--- src/rtl/lsu_pkg.sv ---
// Shared types for the load/store unit: access-size encodings, FSM states, lane masks.
// No logic of its own; imported by load_store_unit and lsu_lane_align.
// Lane masks are byte-granular over a 64-bit RAM word.
package lsu_pkg;

  localparam logic [1:0] SZ_B = 2'b00;
  localparam logic [1:0] SZ_H = 2'b01;
  localparam logic [1:0] SZ_W = 2'b10;
  localparam logic [1:0] SZ_D = 2'b11;

  typedef enum logic [1:0] {
    ST_IDLE  = 2'd0,
    ST_READ  = 2'd1,
    ST_WRITE = 2'd2,
    ST_RESP  = 2'd3
  } lsu_state_t;

  function automatic logic [63:0] lane_mask(input logic [1:0] size, input logic [2:0] off);
    logic [63:0] m;
    case (size)
      SZ_B:    m = 64'h0000_0000_0000_00FF;
      SZ_H:    m = 64'h0000_0000_0000_FFFF;
      SZ_W:    m = 64'h0000_0000_FFFF_FFFF;
      default: m = 64'hFFFF_FFFF_FFFF_FFFF;
    endcase
    return m << {off, 3'b000};
  endfunction

endpackage

--- src/rtl/lsu_lane_align.sv ---
// Byte-lane steering: extracts/extends load data and merges sub-dword store data into a word.
// Purely combinational, zero latency.
// No handshake; consumed by the load_store_unit FSM.
module lsu_lane_align
  import lsu_pkg::*;
#(
  parameter int DATA_W = 64
) (
  input  logic [1:0]        size,
  input  logic [2:0]        off,
  input  logic              sign_ext,
  input  logic [DATA_W-1:0] old_q,
  input  logic [DATA_W-1:0] wdata,
  output logic [DATA_W-1:0] load_data,
  output logic [DATA_W-1:0] merged
);

  logic [DATA_W-1:0] shifted;
  logic [DATA_W-1:0] mask;

  assign shifted = old_q >> {off, 3'b000};
  assign mask    = DATA_W'(lane_mask(size, off));
  assign merged  = (old_q & ~mask) | ((wdata << {off, 3'b000}) & mask);

  always_comb begin
    load_data = shifted;
    case (size)
      SZ_B: load_data = {{(DATA_W-8){sign_ext & shifted[7]}},   shifted[7:0]};
      SZ_H: load_data = {{(DATA_W-16){sign_ext & shifted[15]}}, shifted[15:0]};
      SZ_W: load_data = {{(DATA_W-32){sign_ext & shifted[31]}}, shifted[31:0]};
      default: load_data = shifted;
    endcase
  end

endmodule

--- src/rtl/load_store_unit.sv ---
// Memory-access stage driving a 64-bit word RAM; sub-dword stores use read-modify-write.
// Latency accept->resp: load 2, dword store 2, sub-dword store 3, error 1 (LSU_ALIGN_CHECK_EN: misalign errors).
// req_ready high only when idle; resp is a one-cycle pulse with no backpressure.
module load_store_unit
  import lsu_pkg::*;
#(
  parameter int ADDR_W    = 64,
  parameter int DATA_W    = 64,
  parameter int RAM_DEPTH = 32
) (
  input  logic              clk,
  input  logic              rst_n,
  input  logic              req_valid,
  output logic              req_ready,
  input  logic              req_write,
  input  logic [1:0]        req_size,
  input  logic              req_signed,
  input  logic [ADDR_W-1:0] req_addr,
  input  logic [DATA_W-1:0] req_wdata,
  output logic              resp_valid,
  output logic [DATA_W-1:0] resp_rdata,
  output logic              resp_err,
  output logic [63:0]       ram_address,
  output logic              ram_read_en,
  output logic              ram_write_en,
  output logic [DATA_W-1:0] ram_data_in,
  input  logic [DATA_W-1:0] ram_out
);

  lsu_state_t        state, state_nxt;
  logic              r_write, r_signed, r_err;
  logic [1:0]        r_size;
  logic [2:0]        r_off;
  logic [ADDR_W-1:0] r_idx;
  logic [DATA_W-1:0] r_wdata, old_q;
  logic [DATA_W-1:0] load_data, merged;

  logic              accept, range_err, align_err;
  logic [2:0]        low_mask, off_in;
  logic [ADDR_W-1:0] idx_in;

  assign accept   = req_valid && req_ready;
  assign low_mask = 3'((4'd1 << req_size) - 4'd1);
  assign idx_in   = req_addr >> 3;
  assign range_err = idx_in >= ADDR_W'(RAM_DEPTH);

`ifdef LSU_ALIGN_CHECK_EN
  assign align_err = |(req_addr[2:0] & low_mask);
  assign off_in    = req_addr[2:0];
`else
  // Silent align-down keeps every access inside one RAM word.
  assign align_err = 1'b0;
  assign off_in    = req_addr[2:0] & ~low_mask;
`endif

  always_ff @(posedge clk or negedge rst_n) begin
    if (!rst_n) state <= ST_IDLE;
    else        state <= state_nxt;
  end

  always_comb begin
    state_nxt = state;
    case (state)
      ST_IDLE: begin
        if (accept) begin
          if (range_err || align_err)            state_nxt = ST_RESP;
          else if (!req_write || req_size != SZ_D) state_nxt = ST_READ;
          else                                   state_nxt = ST_WRITE;
        end
      end
      ST_READ:  state_nxt = r_write ? ST_WRITE : ST_RESP;
      ST_WRITE: state_nxt = ST_RESP;
      default:  state_nxt = ST_IDLE;
    endcase
  end

  always_ff @(posedge clk or negedge rst_n) begin
    if (!rst_n) begin
      r_write  <= 1'b0;
      r_signed <= 1'b0;
      r_err    <= 1'b0;
      r_size   <= SZ_B;
      r_off    <= 3'd0;
      r_idx    <= '0;
      r_wdata  <= '0;
      old_q    <= '0;
    end else begin
      if (accept) begin
        r_write  <= req_write;
        r_signed <= req_signed;
        r_err    <= range_err || align_err;
        r_size   <= req_size;
        r_off    <= off_in;
        r_idx    <= idx_in;
        r_wdata  <= req_wdata;
      end
      if (state == ST_READ) old_q <= ram_out;
    end
  end

  lsu_lane_align #(.DATA_W(DATA_W)) u_align (
    .size      (r_size),
    .off       (r_off),
    .sign_ext  (r_signed),
    .old_q     (old_q),
    .wdata     (r_wdata),
    .load_data (load_data),
    .merged    (merged)
  );

  // RAM pins decode from state alone so an async reset drops the enables at once.
  assign ram_read_en  = (state == ST_READ);
  assign ram_write_en = (state == ST_WRITE);
  assign ram_address  = (ram_read_en || ram_write_en) ? 64'(r_idx) : 64'd0;
  assign ram_data_in  = ram_write_en ? ((r_size == SZ_D) ? r_wdata : merged) : '0;

  assign req_ready  = (state == ST_IDLE);
  assign resp_valid = (state == ST_RESP);
  assign resp_err   = resp_valid && r_err;
  assign resp_rdata = (resp_valid && !r_err && !r_write) ? load_data : '0;

endmodule

--- config.mk ---
export PLATFORM = sky130hd
export DESIGN_NAME = load_store_unit
export DESIGN_NICKNAME = d
export VERILOG_FILES = /design/src/rtl/lsu_pkg.sv /design/src/rtl/lsu_lane_align.sv /design/src/rtl/load_store_unit.sv
export SDC_FILE = /design/constraint.sdc
export NUM_CORES = 1
export LEC_CHECK = 0
export BUFFER_PORTS_ARGS = -buffer_cell sky130_fd_sc_hd__buf_2
export CAP_MARGIN = 30
export CORE_ASPECT_RATIO = 1.5
export CORE_MARGIN = 5
export CORE_UTILIZATION = 53
export DETAILED_ROUTE_END_ITERATION = 10
export GPL_ROUTABILITY_DRIVEN = 0
export PLACE_DENSITY_LB_ADDON = 0.15
export SLEW_MARGIN = 20
export SYNTH_ARGS = -nofsm -noshare
export SYNTH_HDL_FRONTEND = slang
export SYNTH_SLANG_ARGS = --single-unit
--- constraint.sdc ---
create_clock -name clk -period 3.1 [get_ports clk]
set_input_delay 0.31 -clock clk [delete_from_list [all_inputs] [get_ports clk]]
set_output_delay 0.31 -clock clk [all_outputs]
set_load 0.05 [all_outputs]
Word-level counts from Yosys, hierarchy flattened:

Index checks and enable logic that the tools add are counted.

* input bits: 199
* register bits: 199
* output and inout bits: 197

* $add $sub $neg: 1
* eq/ne operators: 8
* shift operators: 4
* reductions and logical operators: 11
* multiplexer cells: 11
* order comparisons: 1
* bitwise gates (word level): 9

Operators by type and width (number)
* 64-bit case mux with 3 select lines: 2
* 64-bit two-way mux: 3
* 64-bit bitwise AND: 2
* 64-bit by 6-bit left shift with 64-bit output: 2
* 64-bit inverter: 1
* 64-bit bitwise OR: 1
* 64-bit by 6-bit >> shifter with 64-bit output: 1
* 61-bit by 6-bit greater-or-equal comparator with 1-bit output, second input constant: 1
* 61-bit two-way mux: 1
* 2-bit == test, second input constant: 4
* 2-bit two-way mux: 3
* 2-bit case mux with 3 select lines: 1
* 2-bit by 1-bit == test with 1-bit output, second input constant: 2
* 1-bit logical AND: 4
* 2-bit zero test: 2
* 1-bit bitwise AND: 3
* 3-bit bitwise AND: 1
* 1-bit zero test: 3
* 3-bit inverter: 1
* 1-bit by 2-bit left shift with 3-bit output, first input constant: 1
* 3-bit by 1-bit subtractor with 3-bit output, second input constant: 1
* 1-bit logical OR: 2
* 2-bit by 1-bit inequality test with 1-bit output, second input constant: 1
* 2-bit inequality test, second input constant: 1
* 1-bit two-way mux: 1

Longest topological paths before layout:

* depth after elaboration: 8
* depth in mapped cells: 9
* gate-level depth less buffers: 6

Modules after synthesis:

A second synthesis with hierarchy kept.

* cells, all modules: 1427
* area total of the unflattened synthesis: 14312.5 µm²

Modules (own cells, without submodules)
* load_store_unit: cells an instance 822, area an instance 9599.2 µm², sequential area each 4979.8 µm², instances 1
* lsu_lane_align: cells an instance 605, area an instance 4713.3 µm², sequential area each 0.0 µm², instances 1

Least setup slack after synthesis:

OpenSTA, ideal clock, no wires.

* path kind: reg-to-output
* start: reg r_off[1]
* end: out ram_data_in[10]
* data arrival time: 2.875 ns
* setup slack: -0.085 ns
* cell stages (with the launch flop): 9
* required time: 2.790 ns
* path buffers: 4
* cells stage by stage: dfrtp_1 > buf_6 > buf_2 > buf_2 > nor2_1 > o21a_1 > buf_2 > o211ai_1 > a21boi_0

* longest elaborated chain between the ends: 6
* elaborated cells on any way between the ends: 8
* classes of those cells: shift: 2; mux: 2; bitwise: 4

RTL lines
* start: declaration: RTL line load_store_unit.sv:33 `logic [2:0] r_off;`
* start signal: assignment: RTL line load_store_unit.sv:93 `r_off <= off_in;`
* 64-bit by 6-bit left shift with 64-bit output: RTL line lsu_pkg.sv:26 `return m << {off, 3'b000};`
* 64-bit inverter: RTL line lsu_lane_align.sv:23 `assign merged = (old_q & ~mask) | ((wdata << {off, 3'b000}) & mask);`
* 64-bit bitwise AND: RTL line lsu_lane_align.sv:23
* 64-bit bitwise OR (*): RTL line lsu_lane_align.sv:23
* 64-bit two-way mux (*) (2 in series): RTL line load_store_unit.sv:115 `assign ram_data_in = ram_write_en ? ((r_size == SZ_D) ? r_wdata : merged) : '0;`
* end: declaration: RTL line load_store_unit.sv:26 `output logic [DATA_W-1:0] ram_data_in,`

Mark *: on every way between the ends. The rest lies on a longest branch, timed or not.

Worst setup path in the final report:

* start: reg r_off[1]
* end: out resp_rdata[54]

* longest elaborated chain between the ends: 4
* elaborated cells on any way between the ends: 6
* classes of those cells: shift: 1; mux: 2; bitwise: 3

RTL lines
* 64-bit by 6-bit >> shifter with 64-bit output (*): RTL line lsu_lane_align.sv:21 `assign shifted = old_q >> {off, 3'b000};`
* 1-bit bitwise AND (on tied branches): RTL line lsu_lane_align.sv:30, lsu_lane_align.sv:28, lsu_lane_align.sv:29
* 64-bit case mux with 3 select lines (*): RTL line lsu_lane_align.sv:27 `case (size)`
* 64-bit two-way mux (*): RTL line load_store_unit.sv:120 `assign resp_rdata = (resp_valid && !r_err && !r_write) ? load_data : '0;`
* end: declaration: RTL line load_store_unit.sv:21 `output logic [DATA_W-1:0] resp_rdata,`

Marked as above.

==> flow_summary.yaml <==
outcome:
  outcome: "finished, violations left"
  violations: "negative setup slack"
logic_synthesis:
  synthFlopType: "dfrtp_1"
  synth_warnings: 0
  synthArstFlopShare_pct: 100
  synthCells: 1267
  synth-seq-area-share_pct: 37.9
  ys_seq_elements: 199
  synth.cell_area_um2: 13200
  synth_edf_count: 0
  synth.distinct_cells: 56
  syn_avg_cell_area_um2: 10.4
critical_path:
  ff2ff_path_depth: 6
  cp_max_fo: 27
  crit_required_ps: 2790
  critPathLaunchType: "flip-flop"
  critical_path_class: "reg2out"
  r2r_start: "state[0]$_DFFE_PN0P_"
  reg2reg_slack_ps: 1050
  endpoint_kind: "primary output"
  worstPathArrival_ps: 2830
  r2r-end: "state[1]$_DFFE_PN0P_"
sta:
  clock_skew_ps: 8.94
  drv_slew: 0
  relSlewSlack_pct: 55.4
  finalHoldViolations: 0
  min_period_over_period_pct: 101
  setup_ws_ps: -41.5
  tightestPinTransition_ps: 669
  fmax_mhz: 318
  whs_ps: 90.7
  rsz0062_at_grt: "yes"
  fin_crit_ps: 3140
  setup_viol: 17
cells_and_area:
  nets: 1837
  n_fill_cell: 1910
  final_cell_mix: "buf_2 (311), mux2_2 (200), dfrtp_1 (196)"
  syn_to_final_growth_pct: 29.4
  drive_gt1_share_pct: 49.5
  layout_commonest_cell: "buf_2"
floorplanning:
  num_rows: 70
  coreArea_um2: 24400
  start_util_pct: 53.8
  io_pins: 396
  die_x_um: 139
  fp.dieH_um: 203
  die_area_um2: 28100
run:
  maxCapViolations: 0
clock_tree:
  numCtsBuffers: 17
  clkSinkCount: 199
  clock_path_buffers: 2
  clkLatencyLatePin_ps: 450
  clk_pin_slew_worst_paths_ps: 70
  h-tree-depth: 4
  cts_tree: "built"
  root_buffer: "clkbuf_16"
placed_design:
  dp_hpwl_mm: 39.3
  port-buffer-count: 392
drt:
  wl_per_cell_um: 26.6
  drc: 0
  routed_wl_mm: 52.6
  viasPerCell: 6.40
  antenna_left: 0
  via_count: 12600
  first_iter_violations: 1440
  firstDrtPassIters: 6
min_path:
  min_from: "req_addr[5]"
  hold_path.class: "in2reg"
  hold_end: "r_idx[2]$_DFFE_PN0P_"
  holdPathStages: 2
grt:
  overflow: 0
  grt_max_degree: 82
  antenna_found_initial: 6
  grtUsageTotal_pct: 36.1
  grt_pass1_wl_mm: 77.5
  grt_pass1_vias: 12800
## cell type report
type                       instances  area [µm²]  area share, %
inverter                          16        60.1          0.353
sequential                       199        4990           29.3
tap                              324         405           2.38
multi-input combinational        939        7810           45.9
timing repair buffer             461        3160           18.5
clock inverter                    13         138          0.809
antenna                            3        7.51         0.0441
clock buffer                      19         453           2.66
## critical path: stages, from the launching register on
cell	delay, ps
dfrtp_4	560
mux2i_2	200
mux4_2	510
or4_4	530
buf_12	190
a21oi_1	160
buf_4	220
## through the flow
step | std cells | TNS, ps | worst slack [ps] | util (%) | instance area, µm²
final | 1974 | -212 | -41.5 | 69.7 | 17000
after global routing | 1974 | -1480 | -73.4 | 69.7 | 17000
after CTS | 1970 | -9.03 | -9.03 | 68.2 | 16700
after detailed placement | 1932 | 0 | 261 | 64.8 | 15800
after global placement | 1932 | 0 | 331 | 64.8 | 15800
after floorplan | 1269 | -1.04 | -0.130 | - | 13200
## registers in the layout, indices dropped and copies added (netlist names)
name / count
r_off: 3
r_err: 1
r_size: 2
r_idx: 61
old_q: 64
r_write: 1
state: 2
r_signed: 1
r_wdata: 64
## synth_stat cells (11+ instances only)
cell type / n / area (µm²)
a211oi_1: 11 / 82.6
a21boi_0: 22 / 165
a21oi_1: 83 / 415
a21oi_2: 13 / 114
a22oi_1: 22 / 165
and2_1: 67 / 419
buf_2: 27 / 135
clkbuf_1: 72 / 270
dfrtp_1: 199 / 4980
inv_1: 15 / 56.3
mux2_2: 200 / 2250
mux2i_1: 47 / 470
mux4_2: 53 / 1190
nand2_1: 122 / 458
nand2b_1: 28 / 175
nor2_1: 54 / 203
nor4_1: 15 / 93.8
o211ai_1: 25 / 188
o21a_1: 11 / 82.6
o21ai_0: 63 / 315
## per-layer routing
layer	global-route usage [%]	share of wire [%]	vias to the layer above
met5	0	0.040	-
met4	23.3	9.0	4
met1	39.1	32	6010
met2	62.2	49	937
met3	10.0	10	295
li1	-	-	5385
## kinds of logic (layout without fill, tap and decap cells)
logic type	Yosys count	in the layout	share of synthesized area [%]
buffers and inverters	131	509	4.43
AOI/OAI and AO/OA	306	306	15.4
other	1	6	0.0285
muxes	300	300	29.8
adders and majority gates	4	4	0.380
and+or+nand+nor	326	326	12.1
DFF	199	199	37.9
## worst max-delay path by stage
stage / startpoint / endpoint / slack (ps) / cells past startpoint
floorplan: state[0]$_DFFE_PN0P_ / resp_rdata[33] / -0.1 / 6
global placement: r_off[1]$_DFFE_PN0P_ / resp_rdata[53] / 330 / 7
detailed placement: r_off[1]$_DFFE_PN0P_ / resp_rdata[39] / 260 / 7
CTS: r_off[1]$_DFFE_PN0P_ / resp_rdata[57] / -9 / 6
global route: r_off[1]$_DFFE_PN0P_ / resp_rdata[52] / -70 / 6
finish: r_off[1]$_DFFE_PN0P_ / resp_rdata[54] / -40 / 6
## timing repair
item,4_1_cts,5_1_grt
hold buffers,1,0
cloned,2,1
gates resized for setup,50,109
setup endpoints to repair,43,95
endpoints found under the hold margin,78,0
buffers inserted,3,0
pin swaps,1,1
Power is left out: the tool's default activity adds up to more than one toggle a clock period on the data nets, which glitch-free logic cannot reach.
